--- src/rtl/mem_arbiter_if.sv ---
// Shared bus bundle between the memory arbiter, its two requesters (ICache, LSB) and the RAM/IO pins.
// The master modport is the arbiter's view; slave is the requester/memory side.
interface mem_arbiter_if #(
  parameter int ADDR_W = 32
);
  logic              ic_req;
  logic [ADDR_W-1:0] ic_addr;
  logic              ic_ready;
  logic [31:0]       ic_data;

  logic              ls_req;
  logic              ls_we;
  logic [1:0]        ls_size;
  logic [ADDR_W-1:0] ls_addr;
  logic [31:0]       ls_wdata;
  logic              ls_done;
  logic [31:0]       ls_rdata;

  logic [7:0]        mem_din;
  logic [7:0]        mem_dout;
  logic [ADDR_W-1:0] mem_a;
  logic              mem_wr;
  logic              io_buffer_full;

  modport master (
    input  ic_req, ic_addr, ls_req, ls_we, ls_size, ls_addr, ls_wdata,
    input  mem_din, io_buffer_full,
    output ic_ready, ic_data, ls_done, ls_rdata, mem_dout, mem_a, mem_wr
  );

  modport slave (
    output ic_req, ic_addr, ls_req, ls_we, ls_size, ls_addr, ls_wdata,
    output mem_din, io_buffer_full,
    input  ic_ready, ic_data, ls_done, ls_rdata, mem_dout, mem_a, mem_wr
  );
endinterface

--- src/rtl/mem_arbiter.sv ---
// Round-robin byte-serial arbiter: ICache/LSB requests become N byte bus cycles; reads done at T+2+N, writes at T+1+N.
// Backpressure: rdy_in low freezes everything; io_buffer_full stalls IO-region write bytes in place.
module mem_arbiter #(
  parameter int         ADDR_W = 32,
  parameter logic [1:0] IO_HI  = 2'b11
) (
  input  logic          clk_in,
  input  logic          rst_in,
  input  logic          rdy_in,
  input  logic          clear_flag,
  mem_arbiter_if.master bus
);

  typedef enum logic [1:0] {IDLE, IC_RD, LS_RD, LS_WR} state_t;

  state_t            state_q, state_nxt;
  logic              last_ls_q, last_ls_nxt;
  logic [ADDR_W-1:0] addr_q, addr_nxt;
  logic [ADDR_W-1:0] mem_a_q, mem_a_nxt;
  logic [31:0]       wdata_q, wdata_nxt;
  logic [31:0]       buf_q, buf_nxt;
  logic [31:0]       ic_data_q, ic_data_nxt;
  logic [31:0]       ls_rdata_q, ls_rdata_nxt;
  logic [2:0]        len_q, len_nxt;
  logic [2:0]        cnt_q, cnt_nxt;
  logic [7:0]        dout_q, dout_nxt;
  logic              wr_q, wr_nxt;
  logic              ic_ready_q, ic_ready_nxt;
  logic              ls_done_q, ls_done_nxt;

  logic [2:0]        cnt_inc, cnt_dec, ls_len;
  logic [ADDR_W-1:0] addr_off;
  logic              is_io, io_stall, grant_ok, pick_ic, pick_ls;

  assign cnt_inc  = cnt_q + 3'd1;
  assign cnt_dec  = cnt_q - 3'd1;
  assign addr_off = addr_q + {{(ADDR_W-3){1'b0}}, cnt_inc};
  assign is_io    = (addr_q[17:16] == IO_HI);
  assign io_stall = (state_q == LS_WR) && is_io && bus.io_buffer_full;

  // A done pulse in flight blocks the grant so the finishing requester can drop req first.
  assign grant_ok = !ic_ready_q && !ls_done_q && !clear_flag;
  assign pick_ic  = bus.ic_req && (!bus.ls_req || last_ls_q);
  assign pick_ls  = bus.ls_req && (!bus.ic_req || !last_ls_q);

  always_comb begin
    case (bus.ls_size)
      2'd0:    ls_len = 3'd1;
      2'd1:    ls_len = 3'd2;
      default: ls_len = 3'd4;
    endcase
  end

  always_comb begin
    state_nxt    = state_q;
    last_ls_nxt  = last_ls_q;
    addr_nxt     = addr_q;
    mem_a_nxt    = mem_a_q;
    wdata_nxt    = wdata_q;
    buf_nxt      = buf_q;
    ic_data_nxt  = ic_data_q;
    ls_rdata_nxt = ls_rdata_q;
    len_nxt      = len_q;
    cnt_nxt      = cnt_q;
    dout_nxt     = dout_q;
    wr_nxt       = wr_q;
    ic_ready_nxt = 1'b0;
    ls_done_nxt  = 1'b0;

    case (state_q)
      IDLE: begin
        if (grant_ok && (pick_ic || pick_ls)) begin
          cnt_nxt = 3'd0;
          buf_nxt = 32'd0;
          // Round-robin pointer only moves on a contested grant.
          if (bus.ic_req && bus.ls_req) last_ls_nxt = pick_ls;
          if (pick_ic) begin
            state_nxt = IC_RD;
            addr_nxt  = bus.ic_addr;
            mem_a_nxt = bus.ic_addr;
            len_nxt   = 3'd4;
          end else begin
            addr_nxt  = bus.ls_addr;
            mem_a_nxt = bus.ls_addr;
            len_nxt   = ls_len;
            wdata_nxt = bus.ls_wdata;
            if (bus.ls_we) begin
              state_nxt = LS_WR;
              wr_nxt    = 1'b1;
              dout_nxt  = bus.ls_wdata[7:0];
            end else begin
              state_nxt = LS_RD;
            end
          end
        end
      end

      IC_RD, LS_RD: begin
        if (clear_flag) begin
          state_nxt = IDLE;
          mem_a_nxt = '0;
        end else begin
          cnt_nxt = cnt_inc;
          if (cnt_inc < len_q) mem_a_nxt = addr_off;
          // mem_din lags mem_a by one cycle, so the byte arriving now belongs to cnt-1.
          if (cnt_q != 3'd0) buf_nxt[{cnt_dec[1:0], 3'b000} +: 8] = bus.mem_din;
          if (cnt_q == len_q) begin
            state_nxt = IDLE;
            mem_a_nxt = '0;
            if (state_q == IC_RD) begin
              ic_ready_nxt = 1'b1;
              ic_data_nxt  = buf_nxt;
            end else begin
              ls_done_nxt  = 1'b1;
              ls_rdata_nxt = buf_nxt;
            end
          end
        end
      end

      LS_WR: begin
        if (!io_stall) begin
          if (cnt_inc < len_q) begin
            cnt_nxt   = cnt_inc;
            mem_a_nxt = addr_off;
            dout_nxt  = wdata_q[{cnt_inc[1:0], 3'b000} +: 8];
          end else begin
            state_nxt   = IDLE;
            wr_nxt      = 1'b0;
            mem_a_nxt   = '0;
            ls_done_nxt = 1'b1;
          end
        end
      end

      default: state_nxt = IDLE;
    endcase
  end

  always_ff @(posedge clk_in) begin
    if (rst_in) begin
      state_q    <= IDLE;
      last_ls_q  <= 1'b1;
      addr_q     <= '0;
      mem_a_q    <= '0;
      wdata_q    <= 32'd0;
      buf_q      <= 32'd0;
      ic_data_q  <= 32'd0;
      ls_rdata_q <= 32'd0;
      len_q      <= 3'd0;
      cnt_q      <= 3'd0;
      dout_q     <= 8'd0;
      wr_q       <= 1'b0;
      ic_ready_q <= 1'b0;
      ls_done_q  <= 1'b0;
    end else if (rdy_in) begin
      state_q    <= state_nxt;
      last_ls_q  <= last_ls_nxt;
      addr_q     <= addr_nxt;
      mem_a_q    <= mem_a_nxt;
      wdata_q    <= wdata_nxt;
      buf_q      <= buf_nxt;
      ic_data_q  <= ic_data_nxt;
      ls_rdata_q <= ls_rdata_nxt;
      len_q      <= len_nxt;
      cnt_q      <= cnt_nxt;
      dout_q     <= dout_nxt;
      wr_q       <= wr_nxt;
      ic_ready_q <= ic_ready_nxt;
      ls_done_q  <= ls_done_nxt;
    end
  end

  assign bus.mem_a    = mem_a_q;
  assign bus.mem_dout = dout_q;
  assign bus.mem_wr   = wr_q & rdy_in & !io_stall;
  assign bus.ic_ready = ic_ready_q;
  assign bus.ic_data  = ic_data_q;
  assign bus.ls_done  = ls_done_q;
  assign bus.ls_rdata = ls_rdata_q;

endmodule

--- src/flat_wrapper.sv ---
// flat-port wrapper written by rule: the top's interface ports become plain ports
module mem_arbiter_flat 
#(
  parameter int         ADDR_W = 32,
  parameter logic [1:0] IO_HI  = 2'b11
)
  (clk_in, rst_in, rdy_in, clear_flag, bus_ic_req, bus_ic_addr, bus_ls_req, bus_ls_we, bus_ls_size, bus_ls_addr, bus_ls_wdata, bus_mem_din, bus_io_buffer_full, bus_ic_ready, bus_ic_data, bus_ls_done, bus_ls_rdata, bus_mem_dout, bus_mem_a, bus_mem_wr);
  mem_arbiter_if #(.ADDR_W(ADDR_W)) bus_i ();
  input  logic clk_in;
  input  logic rst_in;
  input  logic rdy_in;
  input  logic clear_flag;
  input wire logic [$bits(bus_i.ic_req)-1:0] bus_ic_req;
  input wire logic [$bits(bus_i.ic_addr)-1:0] bus_ic_addr;
  input wire logic [$bits(bus_i.ls_req)-1:0] bus_ls_req;
  input wire logic [$bits(bus_i.ls_we)-1:0] bus_ls_we;
  input wire logic [$bits(bus_i.ls_size)-1:0] bus_ls_size;
  input wire logic [$bits(bus_i.ls_addr)-1:0] bus_ls_addr;
  input wire logic [$bits(bus_i.ls_wdata)-1:0] bus_ls_wdata;
  input wire logic [$bits(bus_i.mem_din)-1:0] bus_mem_din;
  input wire logic [$bits(bus_i.io_buffer_full)-1:0] bus_io_buffer_full;
  output wire logic [$bits(bus_i.ic_ready)-1:0] bus_ic_ready;
  output wire logic [$bits(bus_i.ic_data)-1:0] bus_ic_data;
  output wire logic [$bits(bus_i.ls_done)-1:0] bus_ls_done;
  output wire logic [$bits(bus_i.ls_rdata)-1:0] bus_ls_rdata;
  output wire logic [$bits(bus_i.mem_dout)-1:0] bus_mem_dout;
  output wire logic [$bits(bus_i.mem_a)-1:0] bus_mem_a;
  output wire logic [$bits(bus_i.mem_wr)-1:0] bus_mem_wr;
  assign bus_i.ic_req = bus_ic_req;
  assign bus_i.ic_addr = bus_ic_addr;
  assign bus_i.ls_req = bus_ls_req;
  assign bus_i.ls_we = bus_ls_we;
  assign bus_i.ls_size = bus_ls_size;
  assign bus_i.ls_addr = bus_ls_addr;
  assign bus_i.ls_wdata = bus_ls_wdata;
  assign bus_i.mem_din = bus_mem_din;
  assign bus_i.io_buffer_full = bus_io_buffer_full;
  assign bus_ic_ready = bus_i.ic_ready;
  assign bus_ic_data = bus_i.ic_data;
  assign bus_ls_done = bus_i.ls_done;
  assign bus_ls_rdata = bus_i.ls_rdata;
  assign bus_mem_dout = bus_i.mem_dout;
  assign bus_mem_a = bus_i.mem_a;
  assign bus_mem_wr = bus_i.mem_wr;
  mem_arbiter #(.ADDR_W(ADDR_W), .IO_HI(IO_HI)) u_core (.clk_in(clk_in), .rst_in(rst_in), .rdy_in(rdy_in), .clear_flag(clear_flag), .bus(bus_i));
endmodule
--- config.mk ---
export PLATFORM = sky130hd
export DESIGN_NAME = mem_arbiter_flat
export DESIGN_NICKNAME = d
export VERILOG_FILES = /design/src/rtl/mem_arbiter_if.sv /design/src/rtl/mem_arbiter.sv /design/src/flat_wrapper.sv
export SDC_FILE = /design/constraint.sdc
export NUM_CORES = 1
export LEC_CHECK = 0
export ABC_AREA = 1
export BUFFER_PORTS_ARGS = -buffer_cell sky130_fd_sc_hd__clkbuf_2
export CORE_MARGIN = 2
export CORE_UTILIZATION = 60
export DETAILED_ROUTE_END_ITERATION = 8
export PLACE_DENSITY = 0.86
export RECOVER_POWER = 100
export SLEW_MARGIN = 10
export SYNTH_ARGS = -nofsm -noshare
export SYNTH_HDL_FRONTEND = slang
export SYNTH_SLANG_ARGS = --single-unit
--- constraint.sdc ---
create_clock -name clk_in -period 4.35 [get_ports clk_in]
set_input_delay 0.435 -clock clk_in [delete_from_list [all_inputs] [get_ports clk_in]]
set_output_delay 0.435 -clock clk_in [all_outputs]
set_load 0.01 [all_outputs]
# ---- Word-level counts from Yosys, hierarchy flattened
# Cells that the tools add are included.
dict set report classes {
  addsub 4
  magnitude_cmp 1
  eq_ne 15
  shifts 3
  mux 50
  bitwise 5
  n_reduce_logical 35
}
# op n
set ops {}
lappend ops {{$mux 32} 10}
lappend ops {{$pmux 32 s3} 1}
lappend ops {{$pmux 32 s2} 1}
lappend ops {{$mux 8} 5}
lappend ops {{$add 32x3->32} 1}
lappend ops {{$bwmux 32} 1}
lappend ops {{$shift 8x7->32 const A} 1}
lappend ops {{$shiftx 32x6->8} 1}
lappend ops {{$shiftx 8x7->32} 1}
lappend ops {{$reduce_and 5->1} 4}
lappend ops {{$pmux 8 s2} 1}
lappend ops {{$reduce_and 4->1} 4}
lappend ops {{$mux 1} 15}
lappend ops {{$mux 3} 5}
lappend ops {{$reduce_and 7->1} 2}
lappend ops {{$mux 2} 6}
lappend ops {{$ne 2x2->1 const B} 6}
lappend ops {{$pmux 3 s3} 1}
lappend ops {{$logic_and 1x1->1} 8}
lappend ops {{$logic_not 1->1} 7}
lappend ops {{$neg 5->7} 1}
lappend ops {{$eq 2x2->1 const B} 3}
lappend ops {{$pmux 2 s3} 1}
lappend ops {{$pmux 3 s2} 1}
lappend ops {{17 further kinds} 26}
dict set report totals {
  ff_bits 212
  inputBits 114
  word_cells 127
}

# ---- Longest topological paths before layout
dict set report logic_depth {
  ltp_word 7
  ltp_mapped 14
}

# ---- Worst setup path before layout
# Ideal clock, no wire load.
dict set report synth_path {
  path_kind {register to register}
  start {register u_core.cnt_q[0]}
  end {register u_core.mem_a_q[14] (netlist: u_core.bus.mem_a[14])}
  arrival_ns 2.380
  required_ns 4.233
  path_slack_ns 1.853
  stages_incl_launch_ff 13
  cell_sequence {dfxtp_1 -> inv_1 -> ha_1 -> inv_1 -> fa_1 -> o21ai_0 -> nand3_1 -> nor2_1 -> nand2_1 -> o21ai_0 -> nor2_1 -> nor2_1 -> nor2_1}
}
dict set report synth_via {
  elab_chain_cells 6
  elab_cells_between_ends 12
  cone_classes {2 x add/sub; 1 x order compare; 2 x eq/ne; 6 x mux; 1 x reduce/logical}
}
# element line
set synth_rtl {}
lappend synth_rtl {{start, declared} mem_arbiter.sv:25} ;# logic [2:0] cnt_q, cnt_nxt;
lappend synth_rtl {{start signal, assigned} mem_arbiter.sv:166} ;# cnt_q <= cnt_nxt;
lappend synth_rtl {{$add 3x1->3} mem_arbiter.sv:35} ;# assign cnt_inc = cnt_q + 3'd1;
lappend synth_rtl {{$add 32x3->32} mem_arbiter.sv:37} ;# assign addr_off = addr_q + {{(ADDR_W-3){1'b0}}, cnt_inc};
lappend synth_rtl {{$mux 32} mem_arbiter.sv:104} ;# if (cnt_inc < len_q) mem_a_nxt = addr_off;
lappend synth_rtl {{$mux 32} mem_arbiter.sv:107} ;# if (cnt_q == len_q) begin
lappend synth_rtl {{$mux 32} mem_arbiter.sv:99} ;# if (clear_flag) begin
lappend synth_rtl {{$pmux 32 s3} mem_arbiter.sv:70} ;# case (state_q)
lappend synth_rtl {{end signal, assigned} mem_arbiter.sv:160} ;# mem_a_q <= mem_a_nxt;
lappend synth_rtl {{end, declared} mem_arbiter.sv:19} ;# logic [ADDR_W-1:0] mem_a_q, mem_a_nxt;
# Parallel ways exist; a longest one is shown, timed or not. The select of a mux whose other input is x is not followed.
# A chain may end at the register's enable or synchronous reset.

# ---- Worst setup path after layout
dict set report layout_path {
  start {register u_core.cnt_q[0]}
  end {register u_core.mem_a_q[30] (netlist: u_core.bus.mem_a[30])}
}
# The elaborated chain is that of the path after synthesis.

==> metrics.cfg <==
[routing]
drt-pass1-iter-count = 8
drtIter0Drc = 1068
wl_per_cell_um = 15.0
dr_wl_met2_um = 13700
wirelength_um = 30400
highest_layer = met4
postRouteAntennaNets = 0
wl_met1_um = 13100
route.vias.total = 11200
via_per_inst = 5.50
route.met3.wl_um = 2680
drc = 0

[clocking]
postCtsHoldBufs = 0
cts_setup_buffers = 0
cts_buffer_depth = 3
clk_pin_slew_ns = 0.06
htreeDepth = 1
clkSinkCount = 212
cts_made_buffers = 23
root_buffer = clkbuf_16
ctsResizeCount = 0
clk_latency_ns = 0.52
cts_tree = yes

[timing]
max_freq_ghz = 0.304
finalSetupTns_ns = 0
drv_slew = 51
whs_ns = 0.173
relSlewSlack = -0.0464
worst_pin_slew_ns = 1.57
setup_viol_count_final = 0
layout_setup_ws_ns = 1.06
grt_setup_unrepaired = false
fin_skew_ns = 0.0104
post-route-period-util = 0.757
post-route-min-period_ns = 3.29
hold_violations = 0

[synthesis]
yosys.cell_types.count = 44
synth_adder_area_share = 0.0202
syn_area_um2 = 10900
yosys_warnings = 0
synth_edf_count = 0
synth_top_family_by_area = simple AND/OR/NAND/NOR gates
ys.flop_type = dfxtp_1
syn-num-nets = 1743
synth-compound-area-share = 0.164
syn_inst = 1612
yosys.area_share.simple = 0.317
async_flop_share = 0
ys_ff_latch = 212
synth_xor_area_frac = 0.00805
ys_seq_area_frac = 0.390
syn_avg_cell_area_um2 = 6.75
synthMuxAreaShare = 0

[pwr]
swShare = 0.303
p_int_uw = 3490
worst_ir_drop_vdd_v = 0.000367
p_seq_frac = 0.427
p_comb_frac = 0.181
p_sw_uw = 1520
power_uw = 5010
power_density_nw_per_um2 = 404
clockPowerShare = 0.392
p_leak_uw = 0.00515

[worst_setup_path]
cp.arrival_ns = 3.74
worstSetupEndpointType = flip-flop
critPathLaunchType = flip-flop
worstRegToRegCells = 10
crit_fanout = 21
worstPathRequired_ns = 4.80
setup.worst_path.class = flip-flop to flip-flop

[place]
detailed_place_hpwl_um = 21000
port_buffers = 220
place_ws_ns = 1.44
globalplace.congestion = 0.965

[worst_hold_path]
hold_depth = 3
min_path_type = input pin to flip-flop

[finish]
nets = 1914
n_antenna_cell = 0
synthToLayoutAreaGrowth_pct = 14.0
final_layout_size_suffix_gt1_frac = 0.124

[die]
start_util = 0.608
core_um2 = 17900
pin_count = 221
die_w_um = 139
die_h_um = 139
dieArea_um2 = 19200
rows = 49

[global_route]
grt_pass1_wl_um = 49300
overflow = 0
grt_start_max_net_pins = 77
antenna_found_initial = 0
grt_pass1_vias = 10100
grtUsageTotal = 0.305

[flow_run]
max_cap_violations = 1

[outcome]
violations = max-capacitance violations, max-slew violations
outcome = complete, but fails checks

[critical path: stages, from the launching register on]
cell      delay (ns)
dfxtp_1         0.53
inv_1           0.17
ha_1            0.42
ha_1            0.31
nand3b_1        0.13
nand3_1         0.14
nand2_1         0.16
nand2_1         0.32
inv_1           0.69
nand3_1         0.19
a21oi_1         0.17
[final cells by class]
| type | instances | area [µm²] |
|---|---|---|
| sequential | 212 | 4240 |
| timing repair buffer | 231 | 1040 |
| tap | 229 | 287 |
| fill | 1631 | 5500 |
| clock inverter | 8 | 124 |
| clock buffer | 31 | 616 |
| inverter | 164 | 618 |
| multi-input combinational | 1151 | 5470 |
[worst paths after layout]
path                                              from                endpoint  slack [ns]
worst max-delay path                   u_core.cnt_q[0]    u_core.bus.mem_a[30]        1.06
worst min-delay path                    bus_ls_size[0]         u_core.len_q[1]        0.17
worst max register to register         u_core.cnt_q[0]    u_core.bus.mem_a[30]        1.06
worst min register to register  u_core.bus.ic_data[31]  u_core.bus.ic_data[31]        0.44
[cells in the mapped netlist, types with 14 or more instances]
master / number / area [µm²]
nand2_1: 397 / 1490
nor2_1: 231 / 867
dfxtp_1: 212 / 4240
inv_1: 151 / 567
a21oi_1: 136 / 681
o21ai_0: 133 / 666
nand3_1: 94 / 470
clkbuf_1: 41 / 154
or2_2: 28 / 175
a211oi_2: 23 / 288
nand4_1: 21 / 131
ha_1: 16 / 200
buf_2: 14 / 70.1
buf_6: 14 / 158
[layer usage]
layer | track usage | vias up
li1 | - | 5498
met1 | 0.418 | 5043
met2 | 0.498 | 535
met3 | 0.0487 | 74
met4 | 0.0968 | 0
met5 | 0 | -
[kinds of logic after synthesis]
kind of cell / count (synthesis)
adders and majority gates: 17
DFF: 212
AOI/OAI and AO/OA: 314
and+or+nand+nor: 810
buffers and inverters: 249
xor gates and xnor gates: 10
[metrics by stage]
step	std cells	util	area, µm²
floorplan	1612	-	10900
global placement	1987	0.664	11900
detailed placement	1987	0.664	11900
CTS	2026	0.705	12600
global route	2026	0.693	12400
finish	2026	0.693	12400
[sequential cells by signal, indices dropped and copies added (netlist names)]
name	flops
u_core.addr_q	32
u_core.buf_q	32
u_core.bus.ic_data	32
u_core.bus.ic_ready	1
u_core.bus.ls_done	1
u_core.bus.ls_rdata	32
u_core.bus.mem_a	32
u_core.bus.mem_dout	8
u_core.cnt_q	3
u_core.last_ls_q	1
u_core.len_q	3
u_core.state_q	2
u_core.wdata_q	32
u_core.wr_q	1
[power by group through the flow]
| stage | combinational (µW) | clock [µW] | sequential (µW) |
|---|---|---|---|
| floorplan | 636 | 0 | 2180 |
| global placement | 900 | 0 | 2180 |
| detailed placement | 917 | 0 | 2180 |
| CTS | 926 | 1970 | 2140 |
| global route | 1010 | 2050 | 2150 |
| finish | 907 | 1970 | 2140 |
[placed cells by master, fill, tap and decap left out, types with 3 or more instances in the layout]
master / synthesis / final
o31ai_1: 4 / 4
a211oi_2: 23 / 18
or2_1: 3 / 3
nor3_1: 8 / 10
clkbuf_2: 1 / 115
xnor2_1: 6 / 6
nor2_1: 231 / 234
a21oi_1: 136 / 137
nand3_1: 94 / 95
or2_0: 3 / 3
clkbuf_1: 41 / 115
inv_1: 151 / 157
o21ai_0: 133 / 137
buf_4: 9 / 8
clkbuf_16: 0 / 23
o21ai_1: 9 / 6
nand2_1: 397 / 399
bufinv_16: 0 / 3
nand2_2: 6 / 4
inv_2: 9 / 4
or2_2: 28 / 28
a211oi_1: 5 / 10
nand4_1: 21 / 21
ha_1: 16 / 16
xor2_1: 4 / 4
dfxtp_1: 212 / 212
Note: power is estimated with default switching activity, not from simulation.
